## src/rtl/instruction_fetch_unit.sv

```systemverilog
// rtl/instruction_fetch_unit.sv - PC, instruction memory requests and prefetch queue toward decode
// Optional feature macro: IFU_MISALIGN_TRAP_EN (misaligned redirect raises fetch_fault and halts fetch)
module instruction_fetch_unit #(
  parameter int                ADDR_W   = 32,
  parameter int                DATA_W   = 32,
  parameter logic [ADDR_W-1:0] RESET_PC = 32'h0000_0000,
  parameter int                QDEPTH   = 2
) (
  input  logic              clk,
  input  logic              rst,
  output logic              imem_req_valid,
  input  logic              imem_req_ready,
  output logic [ADDR_W-1:0] imem_req_addr,
  input  logic              imem_resp_valid,
  input  logic [DATA_W-1:0] imem_resp_data,
  input  logic              redirect_valid,
  input  logic [ADDR_W-1:0] redirect_pc,
  output logic              dec_valid,
  input  logic              dec_ready,
  output logic [DATA_W-1:0] dec_instr,
  output logic [ADDR_W-1:0] dec_pc,
  output logic              fetch_fault
);

  localparam int PW = $clog2(QDEPTH);
  localparam int CW = $clog2(QDEPTH) + 1;

  typedef enum logic [1:0] {
    IDLE  = 2'd0,
    FETCH = 2'd1,
    DRAIN = 2'd2,
    HALT  = 2'd3
  } state_t;

  state_t            state, state_nxt;
  logic [ADDR_W-1:0] fetch_pc, fetch_pc_nxt;
  logic [ADDR_W-1:0] resp_pc;
  logic [ADDR_W-1:0] redir_target;
  logic [CW-1:0]     inflight, inflight_nxt;
  logic [CW-1:0]     drop, drop_nxt;
  logic [CW-1:0]     count, count_nxt;
  logic [PW-1:0]     wr_ptr, rd_ptr;
  logic [DATA_W-1:0] instr_mem [QDEPTH];
  logic [ADDR_W-1:0] pc_mem    [QDEPTH];
  logic              req_fire, dec_fire, resp_live, q_full, q_write, q_pop;

`ifdef IFU_MISALIGN_TRAP_EN
  logic              fault_q, fault_nxt;
`endif

  // Responses are in order, so while drop is nonzero every response belongs to an abandoned path
  assign req_fire     = imem_req_valid & imem_req_ready;
  assign dec_fire     = dec_valid & dec_ready;
  assign resp_live    = imem_resp_valid & (drop == '0);
  assign q_full       = (count == CW'(QDEPTH));
  assign q_pop        = dec_fire;
  assign q_write      = resp_live & ~redirect_valid & (~q_full | q_pop);
  assign redir_target = redirect_pc & ~ADDR_W'(3);

  // A request is only issued when its response is guaranteed a queue slot
  assign imem_req_valid = (state == FETCH) && ((inflight + count) < CW'(QDEPTH));
  assign imem_req_addr  = fetch_pc;
  assign dec_valid      = (count != '0);
  assign dec_instr      = dec_valid ? instr_mem[rd_ptr] : '0;
  assign dec_pc         = dec_valid ? pc_mem[rd_ptr] : '0;

  // Credit and drop bookkeeping; a redirect turns everything outstanding into drop
  always_comb begin
    inflight_nxt = inflight;
    drop_nxt     = drop;
    count_nxt    = count;
    if (redirect_valid) begin
      inflight_nxt = '0;
      drop_nxt     = drop + inflight + CW'(req_fire) - CW'(imem_resp_valid);
      count_nxt    = '0;
    end else begin
      inflight_nxt = inflight + CW'(req_fire) - CW'(resp_live);
      drop_nxt     = drop - CW'(imem_resp_valid & ~resp_live);
      count_nxt    = count + CW'(q_write) - CW'(q_pop);
    end
  end

  // Next state and next fetch PC; redirect overrides normal sequencing
  always_comb begin
    state_nxt    = state;
    fetch_pc_nxt = fetch_pc;
`ifdef IFU_MISALIGN_TRAP_EN
    fault_nxt    = fault_q;
`endif
    case (state)
      IDLE:    state_nxt = FETCH;
      DRAIN:   if (drop_nxt == '0) state_nxt = FETCH;
      default: state_nxt = state;
    endcase
    if (req_fire) fetch_pc_nxt = fetch_pc + ADDR_W'(4);
    if (redirect_valid) begin
      fetch_pc_nxt = redir_target;
      state_nxt    = (drop_nxt != '0) ? DRAIN : FETCH;
`ifdef IFU_MISALIGN_TRAP_EN
      fault_nxt    = (redirect_pc[1:0] != 2'b00);
      if (redirect_pc[1:0] != 2'b00) state_nxt = HALT;
`endif
    end
  end

  // State, PC, counters and queue pointers
  always_ff @(posedge clk) begin
    if (rst) begin
      state    <= IDLE;
      fetch_pc <= RESET_PC;
      resp_pc  <= RESET_PC;
      inflight <= '0;
      drop     <= '0;
      count    <= '0;
      wr_ptr   <= '0;
      rd_ptr   <= '0;
    end else begin
      state    <= state_nxt;
      fetch_pc <= fetch_pc_nxt;
      inflight <= inflight_nxt;
      drop     <= drop_nxt;
      count    <= count_nxt;
      if (redirect_valid) begin
        resp_pc <= redir_target;
        wr_ptr  <= '0;
        rd_ptr  <= '0;
      end else begin
        if (q_write) begin
          wr_ptr  <= wr_ptr + PW'(1);
          resp_pc <= resp_pc + ADDR_W'(4);
        end
        if (q_pop) rd_ptr <= rd_ptr + PW'(1);
      end
    end
  end

  // Queue storage: instruction and its PC written side by side
  always_ff @(posedge clk) begin
    if (q_write) begin
      instr_mem[wr_ptr] <= imem_resp_data;
      pc_mem[wr_ptr]    <= resp_pc;
    end
  end

`ifdef IFU_MISALIGN_TRAP_EN
  // Sticky trap flag, cleared only by reset or an aligned redirect
  always_ff @(posedge clk) begin
    if (rst) fault_q <= 1'b0;
    else     fault_q <= fault_nxt;
  end
  assign fetch_fault = fault_q;
`else
  assign fetch_fault = 1'b0;
`endif

  // A live response into a full queue means the memory violated the credit contract
  overflow_chk: assert property (@(posedge clk) disable iff (rst)
    !(resp_live && !redirect_valid && q_full && !q_pop));

endmodule

```

## config.mk

```make
export PLATFORM = sky130hd
export DESIGN_NAME = instruction_fetch_unit
export DESIGN_NICKNAME = d
export VERILOG_FILES = /design/src/rtl/instruction_fetch_unit.sv
export SDC_FILE = /design/constraint.sdc
export NUM_CORES = 1
export LEC_CHECK = 0
export ABC_AREA = 1
export BUFFER_PORTS_ARGS = -buffer_cell sky130_fd_sc_hd__buf_4
export CORE_ASPECT_RATIO = 1.4
export CORE_MARGIN = 10
export CORE_UTILIZATION = 30
export CTS_BUF_LIST = sky130_fd_sc_hd__clkbuf_8 sky130_fd_sc_hd__clkbuf_16
export CTS_CLUSTER_DIAMETER = 30
export DETAILED_ROUTE_END_ITERATION = 10
export PLACE_DENSITY = 0.51
export SLEW_MARGIN = 20
export SYNTH_ARGS = -nofsm -noshare
export SYNTH_HDL_FRONTEND = slang
export SYNTH_SLANG_ARGS = --single-unit
```

## constraint.sdc

```tcl
create_clock -name clk -period 12.6 [get_ports clk]
set_input_delay 0 -clock clk [delete_from_list [all_inputs] [get_ports clk]]
set_output_delay 0 -clock clk [all_outputs]
set_load 0.02 [all_outputs]
```

==> impl_metrics.tcl, run 1 <==
set metrics [dict create \
    outcome "complete, but fails checks" \
    violations "negative hold slack" \
    r2r_cells 6 \
    met2_length_um 14700 \
    report.final.setup_viol 0 \
    fp.dieH_um 232 \
    startpoint_type "register" \
    clockBufferDepth 2 \
    max_slew.worst_pin.slew_ns 1.09 \
    reg2reg_slack_ns 9.37 \
    crit_required_ns 12.66 \
    post_cts_buffers 0 \
    ys_warn_count 0 \
    syn_avg_cell_area_sq_um 8.26 \
    arrival_ns 3.28 \
    num_rows 77 \
    hp-start "redirect_pc[27]" \
    grt_pass1_vias 8448 \
    initial_core_util_pct 30.4 \
    synth_edf_count 124 \
    maxCapViolations 0 \
    synth_area_sq_mm 0.00960 \
    synthArstFlopShare_pct 0 \
    root_buffer "clkbuf_16" \
    synth_cells 1162 \
    hp-class "input pin to register" \
    hold_viol_final 1 \
    layout_commonest_cell "nand2_1" \
    vias_per_cell 4.74 \
    post-dp-hpwl_um 20600 \
    synth.distinct_cells 44 \
    htree_levels 4 \
    hold_buffers 63 \
    critPathMaxFanout 63 \
    fin_crit_ns 3.23 \
    remaining_drc_errors 0 \
    grt_pass1_wl_um 46000 \
    crit_slowest_cell "nor2_1" \
    design.core.area_sq_mm 0.0316 \
    power.static_leakage_nw 4.91 \
    numClockSinks 195 \
    timing.rr.end "instr_mem[0][7]" \
    synth_flop_cell "edfxtp_1" \
    cts-resized-gates 0 \
    numCtsBuffers 17 \
    seq_area_sq_mm 0.00515 \
    slew_viol_final 0 \
    globalRouteOverflowTotal 0 \
    grt_usage_pct 14.9 \
    antenna-diode-count 0 \
    crit_chain "nor3_2, nand2_2, nor2_1, inv_1, nor2_4, buf_4" \
    clk_pin_slew_ns 0.07 \
    fin_skew_ns 0.0165 \
    die-area_sq_mm 0.0397 \
    fin_tns_setup_ns 0 \
    fmax_ghz 0.310 \
    wl_per_cell_um 16.8 \
    cts_tree "yes" \
    drive_above_1_share_pct 17.8 \
    whs_path_depth 5 \
    layout.cells.most_common_list "371 x nand2_1, 168 x buf_4, 125 x nor2_1" \
    top_layer "met4" \
    routabilityCongestion 0.888 \
    synthToLayoutAreaGrowth_pct 29.0 \
    port_buffers 161 \
    vdd.ir_drop.worst_mv 0.0702 \
    num-fill-cells 3228 \
    clk-insertion-delay-late_ns 0.44 \
    grt_max_degree 65 \
    rsz0062_at_grt "no" \
    io_pins 169 \
    slowest_delay_ns 0.85 \
    end_kind "register" \
    worst-setup-path-type "register to register" \
    post-route-util_pct 39.2 \
    vias 8419 \
    nets 1447 \
    drt-pass1-iter-count 5 \
    startpoint "drop[1]" \
    drt_iter0_markers 463 \
    fp.dieW_um 171 \
    antenna_found_initial 0 \
    seq_area_frac_synth_pct 53.6 \
    routed_wirelength_um 29900 \
    synth_seq_cells 195 \
    period_share_pct 25.6 \
    min_to "resp_pc[27]" \
    multi_input_area_sq_mm 0.00389 \
    rr_startpoint "drop[1]" \
    met1_length_um 13000 \
    drtAntennaViolNets 0 \
    p_per_area_mw_per_mm2 127 \
    cp_top_family "simple AND/OR/NAND/NOR gates" \
    whs_ns -0.000103 \
    max-slew-margin-rel_pct 27.1 \
    wl_met3_um 1380 \
    critPathBufInv 2 \
]
==> worst register-to-register path, cell delays in order (launching register included) <==
cell and delay [ns]:
dfxtp_1 0.36, nor3_2 0.23, nand2_2 0.17, nor2_1 0.85, inv_1 0.33, nor2_4 0.15
buf_4 0.70
==> area by class of cell <==
cell class,instances,area share [%]
sequential,195,41.6
multi-input combinational,831,31.4
timing repair buffer,231,15.3
tap,395,3.99
clock buffer,21,3.97
inverter,92,2.83
clock inverter,11,0.990
==> how the worst max path moves through the flow <==
stage / cells past startpoint / endpoint / slack, ns
after global routing: 6 / instr_mem[0][21] / 9.17
after floorplan: 5 / instr_mem[0][0] / 8.60
final: 6 / instr_mem[0][7] / 9.37
after detailed placement: 6 / instr_mem[0][28] / 9.33
after global placement: 6 / instr_mem[0][28] / 9.34
after CTS: 6 / instr_mem[0][28] / 9.29
==> Yosys cell counts (2+ instances only) <==
library cell  instances  area (sq um)
nand2_1             371          1390
nor3_1                5          25.0
buf_2                 7          35.0
nand3_1              64           320
ha_1                  8           100
nor3_2                2          20.0
buf_1                 4          15.0
buf_12                3          60.1
or2_2                 4          25.0
a21oi_2              10          87.6
o21ai_0              52           260
dfxtp_1              71          1420
o21bai_1              2          15.0
a31oi_1               5          31.3
nand2_2               4          25.0
clkbuf_1             28           105
a21oi_1             105           526
inv_2                 4          15.0
nand3_2               6          60.1
nand4_1               5          31.3
o21a_1                2          15.0
xor2_1               11          96.3
nor2_2               11          68.8
nand2_4               2          22.5
xnor2_1               6          52.6
buf_4                 5          37.5
nand3b_1             11          82.6
nor2_1              128           480
o21ai_1               3          15.0
edfxtp_1            124          3720
inv_1                86           323
==> report_power, final <==
part | internal, W | switching (W)
logic | 0.0000955 | 0.000148
registers | 0.000723 | 0.0000368
clock network | 0.000321 | 0.000248
==> stage by stage <==
| stage | hold WS, ns | setup slack, ns | cells | instance area (sq um) | total power [W] |
|---|---|---|---|---|---|
| floorplan | 0.0989 | 8.60 | 1166 | 9620 | 0.000911 |
| global placement | 0.186 | 9.34 | 1681 | 11100 | 0.00100 |
| detailed placement | 0.189 | 9.33 | 1681 | 11100 | 0.00100 |
| CTS | 0.00352 | 9.29 | 1776 | 12400 | 0.00159 |
| global route | 0.0282 | 9.17 | 1776 | 12400 | 0.00165 |
| finish | -0.000103 | 9.37 | 1776 | 12400 | 0.00157 |
==> sequential cells by signal, indices dropped and copies added, names as in the netlist, named ones only <==
register and cells:
resp_pc 30, wr_ptr 1, pc_mem 60, instr_mem 64, rd_ptr 1, state 2
drop 2, count 2, imem_req_addr 30, inflight 2
==> per-layer routing <==
layer | vias to the layer above | track usage (%)
li1 | 4229 | -
met1 | 3919 | 17.3
met2 | 221 | 26.1
met3 | 50 | 3.13
met4 | 0 | 5.75
met5 | - | 0
==> cells by family after synthesis <==
kind of cell	synth area share (%)
AOI/OAI and AO/OA	10.2
and+or+nand+nor	27.0
adders and majority gates	1.25
xor gates and xnor gates	1.55
buffers and inverters	6.33
other	0.0391
DFF	53.6
No activity file was read; power rests on OpenSTA's default activity.
==> run 2, diff against run 1 <==
PLACE_DENSITY = 0.53   (was 0.51)
clock period = 2.8 ns   (was 12.6 ns; I/O delays follow)
==> run 2 against run 1 <==
  * The run now ends clean
  * Flip-flop and latch count unchanged
  * Register-to-register slack worse by 8.9 ns
  * Setup slack worse by 8.9 ns
  * Die area did not move
  * Combinational power rose to 4.6 times the previous value
  * Sequential power grew to 4.5 times the previous value
  * Design area grew 0.74%
  * Clock-buffer cell count decreased by 4
  * Global-route usage decreased by 0.14 points
  * Fmax up 39%
  * Largest cell class unchanged
  * Largest power group unchanged
==> impl_metrics.tcl, run 2 (synthesis gave the netlist of run 1 again) <==
set metrics [dict create \
    critPathMaxFanout 10 \
    drt_iter0_markers 359 \
    slew_viol_final 0 \
    post-dp-hpwl_um 21000 \
    num-fill-cells 3224 \
    hold_viol_final 0 \
    layout.cells.most_common_list "371 x nand2_1, 171 x buf_4, 125 x nor2_1" \
    end_kind "register" \
    vias 8446 \
    maxCapViolations 0 \
    crit_top_cell "nand3_1" \
    critPathBufInv 1 \
    hp-class "input pin to register" \
    fin_tns_setup_ns 0 \
    p_sw_w 0.00196 \
    fp.dieH_um 232 \
    htree_levels 4 \
    max-slew-margin-rel_pct 30.7 \
    clk-insertion-delay-late_ns 0.44 \
    seq_area_sq_mm 0.00515 \
    p_per_area_mw_per_mm2 567 \
    root_buffer "clkbuf_16" \
    fin_crit_ns 2.33 \
    final_area_sq_mm 0.0125 \
    arrival_ns 2.66 \
    routed_wirelength_um 29400 \
    crit_chain "nand2_1, nand3_2, nand4_4, fa_1, xnor2_1, or2_2, nand3_1, nand3_1, o21ai_0, inv_1" \
    clockBufferDepth 2 \
    vias_per_cell 4.73 \
    wl_per_cell_um 16.5 \
    reg2reg_slack_ns 0.47 \
    antenna-diode-count 0 \
    drtAntennaViolNets 0 \
    dpl_cell_area_sq_mm 0.0112 \
    top_register "instr_mem" \
    p_int_w 0.00511 \
    drive_above_1_share_pct 18.1 \
    die-area_sq_mm 0.0397 \
    grt_usage_pct 14.8 \
    power_frac_seq_pct 48.3 \
    startpoint_type "register" \
    io_pins 169 \
    cp_top_family "simple AND/OR/NAND/NOR gates" \
    reg_top3 "instr_mem: 64 flops, pc_mem: 60 flops" \
    antenna_found_initial 0 \
    drt-pass1-iter-count 5 \
    num_rows 77 \
    multi_input_area_sq_mm 0.00389 \
    post_cts_buffers 0 \
    crit_slowest_cell "dfxtp_1" \
    fp.dieW_um 171 \
    routabilityCongestion 0.914 \
    initial_core_util_pct 30.4 \
    hp-start "imem_req_ready" \
    grt_max_degree 64 \
    grt_pass1_wl_um 45900 \
    p_total_w 0.00707 \
    clkPwrFrac_pct 35.9 \
    outcome "finished clean" \
    p_sw_share_pct 27.7 \
    crit_required_ns 3.13 \
    fmax_ghz 0.430 \
    cts_tree "yes" \
    vdd.ir_drop.worst_mv 0.300 \
    pwr-share-comb_pct 15.9 \
    slowest_delay_ns 0.47 \
    power.static_leakage_nw 4.95 \
    remaining_drc_errors 0 \
    post-route-util_pct 39.5 \
    worst-setup-path-type "register to register" \
    design.core.area_sq_mm 0.0316 \
    nets 1455 \
    port_buffers 161 \
    whs_ns 0.0760 \
    max_slew.worst_pin.slew_ns 1.04 \
    clk_pin_slew_ns 0.08 \
    report.final.setup_viol 0 \
    grt_pass1_vias 8436 \
    globalRouteOverflowTotal 0 \
    fin_skew_ns 0.0165 \
    numCtsBuffers 17 \
    synthToLayoutAreaGrowth_pct 29.9 \
    numClockSinks 195 \
    startpoint "count[1]" \
    period_share_pct 83.1 \
    largest_reg_flops 64 \
    rr_startpoint "count[1]" \
    rsz0062_at_grt "no" \
    layout_commonest_cell "nand2_1" \
]
[run 2: cell type report]
cell class | instances | area share, %
clock buffers | 17 | 3.41
clock inverters | 15 | 1.42
inverters | 92 | 2.81
multi-input cells | 831 | 31.2
flip-flops and latches | 195 | 41.3
well taps | 395 | 3.96
repair buffers | 239 | 16.0
[run 2: worst min-delay path, delay by kind of cell]
kind                   cells  cell delay [ns]
buffers and inverters      1             0.13
and+or+nand+nor            1             0.19
AOI/OAI and AO/OA          2             0.17
[run 2: repair_timing]
item / CTS / global route
hold endpoints to repair: 127 / 0
gates resized for setup: 0 / 0
hold buffers: 65 / 0
[run 2: path summary, 6_finish.rpt]
check | cells after the start | to
worst min-delay path | 4 | imem_req_addr[2]
worst max-delay path | 10 | state[1]
worst min register to register | 1 | register
worst max register to register | 10 | state[1]
[run 2: through the flow]
step | cells | setup slack (ns)
detailed placement | 1687 | 0.470
floorplan | 1166 | -0.163
finish | 1784 | 0.473
global route | 1784 | 0.290
CTS | 1784 | 0.463
global placement | 1687 | 0.531
[run 2: power groups by stage]
stage	logic [W]	clock network (W)	registers, W
2_1_floorplan	0.000626	0	0.00347
3_3_place_gp	0.00105	0	0.00347
3_5_place_dp	0.00106	0	0.00347
4_1_cts	0.00114	0.00261	0.00341
5_1_grt	0.00125	0.00271	0.00344
6_report	0.00112	0.00254	0.00341
[run 2: metal layers]
metal,GRT usage (%),part of all wire (%),vias up
met4,7.30,3.8,0
li1,-,-,4248
met3,3.91,5.9,53
met2,25.2,49,238
met5,0,0,-
met1,16.6,41,3907
==> run 3, diff against run 2 <==
ABC_AREA = 0   (was 1)
PLACE_DENSITY = 0.52   (was 0.53)
clock period = 2.35 ns   (was 2.8 ns; I/O delays follow)
==> run 3 against run 2 <==
  * Wire length is 23% lower
  * Worst hold slack worse by 0.012 ns
  * Register-to-register slack got worse by 0.29 ns
  * Critical path depth is 1 lower
  * Design area decreased by 5.1%
  * Flip-flop and latch count unchanged
  * Die area is 8.5% lower
  * Via count shrank 25%
  * Critical path type unchanged
  * Fmax up 7.4%
  * Utilization is 2.1 points higher
==> impl_metrics.tcl, run 3 <==
set metrics [dict create \
    crit_slowest_cell "fa_2" \
    p_int_w 0.00647 \
    drt-pass1-iter-count 4 \
    pwr-share-comb_pct 17.9 \
    rsz0062_at_grt "no" \
    layout.cells.most_common_list "190 x buf_4, 124 x edfxtp_1, 72 x nor2_1" \
    initial_core_util_pct 30.5 \
    clk_pin_slew_ns 0.07 \
    hp-class "input pin to register" \
    seq_area_frac_synth_pct 59.1 \
    synth_edf_count 124 \
    startpoint_type "register" \
    synth_flop_cell "edfxtp_1" \
    fin_skew_ns 0.00901 \
    clkPwrFrac_pct 35.4 \
    nets 1030 \
    synth.top_cell.area_share_pct 42.8 \
    synth_cells 711 \
    port_buffers 161 \
    fp.dieW_um 164 \
    synth_top_area_cell "edfxtp_1" \
    grt_max_degree 63 \
    clockBufferDepth 2 \
    synth_seq_cells 195 \
    p_sw_w 0.00236 \
    clk-insertion-delay-late_ns 0.44 \
    wl_per_cell_um 17.0 \
    drtAntennaViolNets 0 \
    vdd.ir_drop.worst_mv 0.501 \
    cp_top_family "XOR/XNOR gates" \
    reg_top3 "instr_mem: 64 flops, pc_mem: 60 flops" \
    arrival_ns 2.52 \
    worst-setup-path-type "register to register" \
    outcome "finished clean" \
    fin_tns_setup_ns 0 \
    synth.most_common_cell "edfxtp_1" \
    grt_pass1_vias 6347 \
    power.static_leakage_nw 4.37 \
    end_kind "register" \
    routed_wirelength_um 22700 \
    drive_above_1_share_pct 26.3 \
    top_register "instr_mem" \
    vias_per_cell 4.70 \
    ys_warn_count 0 \
    critPathBufInv 0 \
    synthToLayoutAreaGrowth_pct 36.2 \
    synth_area_sq_mm 0.00870 \
    max-slew-margin-rel_pct 51.5 \
    drt_iter0_markers 243 \
    syn_avg_cell_area_sq_um 12.2 \
    vias 6293 \
    p_sw_share_pct 26.7 \
    hold_viol_final 0 \
    cts_tree "yes" \
    place_inst 1241 \
    crit_required_ns 2.70 \
    post-dp-hpwl_um 16100 \
    synth_area_leaders "edfxtp_1 43%, dfxtp_1 16%, mux2i_1 7.5%" \
    numCtsBuffers 17 \
    p_per_area_mw_per_mm2 746 \
    numClockSinks 195 \
    slowest_delay_ns 0.36 \
    routabilityCongestion 0.765 \
    maxCapViolations 0 \
    largest_reg_flops 64 \
    num_rows 73 \
    fp.dieH_um 221 \
    slew_viol_final 0 \
    io_pins 169 \
    num-fill-cells 2750 \
    design.core.area_sq_mm 0.0285 \
    globalRouteOverflowTotal 0 \
    remaining_drc_errors 0 \
    grt_usage_pct 12.5 \
    htree_levels 4 \
    layout_commonest_cell "buf_4" \
    fin_crit_ns 2.17 \
    grt_pass1_wl_um 35700 \
    power_frac_seq_pct 46.7 \
    period_share_pct 92.2 \
    report.final.setup_viol 0 \
    critPathMaxFanout 3 \
    stdcell_count 1340 \
    die-area_sq_mm 0.0363 \
    antenna_found_initial 1 \
    synth_commonest_cells "124 x edfxtp_1, 74 x nor2_1, 71 x dfxtp_1, 65 x mux2i_1, 40 x o21a_1" \
    root_buffer "clkbuf_16" \
    fmax_ghz 0.462 \
    max_slew.worst_pin.slew_ns 0.727 \
    crit_chain "xnor2_2, xnor2_2, nand3_4, fa_2, xor2_1, xnor2_1, mux2i_1, xor2_1, a221oi_1" \
    synthArstFlopShare_pct 0 \
    synth.distinct_cells 58 \
]
[run 3: what timing repair did]
item,in CTS,in global routing
hold buffers,64,0
gates resized for setup,0,3
setup buffers,0,2
endpoints found under the hold margin,126,0
endpoints found under the setup margin,0,3
[run 3: final cells by class]
class / instances / area [sq um] / share of cell area, %
Multi-Input combinational cell: 463 / 3360 / 28.4
Inverter: 16 / 60.1 / 0.507
Clock buffer: 21 / 514 / 4.34
Sequential cell: 195 / 5150 / 43.5
Antenna cell: 1 / 2.50 / 0.0211
Timing Repair Buffer: 258 / 2150 / 18.1
Clock inverter: 11 / 133 / 1.12
Tap cell: 375 / 469 / 3.96
[run 3: logic make-up (layout without fill, tap and decap cells)]
logic type,after synthesis,count (layout),synth area share [%]
DFF,195,195,59.1
and+or+nand+nor,218,218,13.9
muxes,66,66,7.61
buffers and inverters,57,306,2.89
adders and majority gates,9,9,1.38
AOI/OAI and AO/OA,122,122,10.6
xor gates and xnor gates,43,43,4.42
other,1,6,0.0431
[run 3: per-layer routing]
metal | wire [um] | global-route usage (%) | share of wire [%] | vias up
li1 | - | - | - | 3126
met3 | 907 | 2.86 | 4.0 | 24
met2 | 11900 | 22.2 | 52 | 119
met4 | 434 | 4.55 | 1.9 | 0
met5 | 0 | 0 | 0 | -
met1 | 9500 | 14.1 | 42 | 3024
[run 3: worst paths after layout]
kind,from,endpoint,slack [ns],cells past startpoint
max,inflight[1],state[1],0.18,9
min,imem_req_ready,imem_req_addr[5],0.06,4
max reg2reg,inflight[1],state[1],0.18,9
min reg2reg,resp_pc[31],pc_mem[0][31],0.51,0
[run 3: stage by stage]
step	utilization, %	total power, W	area [sq um]	hold slack (ns)	worst slack, ns
after floorplan	-	0.00509	8760	0.0989	-0.129
after global placement	37.0	0.00570	10500	0.186	0.107
after detailed placement	37.0	0.00571	10500	0.188	0.0782
after CTS	41.5	0.00896	11800	0.0435	0.0428
after global routing	41.6	0.00925	11800	0.0748	0.0192
final	41.6	0.00883	11800	0.0643	0.183
[run 3: power by group through the flow]
stage / combinational [W] / sequential [W] / clock, W
6_report: 0.00158 / 0.00412 / 0.00313
5_1_grt: 0.00173 / 0.00416 / 0.00336
4_1_cts: 0.00160 / 0.00413 / 0.00323
3_5_place_dp: 0.00151 / 0.00420 / 0
3_3_place_gp: 0.00151 / 0.00419 / 0
2_1_floorplan: 0.000883 / 0.00420 / 0
[run 3: worst reg2reg max path, stage by stage (launching register included)]
cell      delay (ns)
dfxtp_2         0.35
xnor2_2         0.15
xnor2_2         0.23
nand3_4         0.10
fa_2            0.36
xor2_1          0.15
xnor2_1         0.20
mux2i_1         0.12
xor2_1          0.17
a221oi_1        0.23
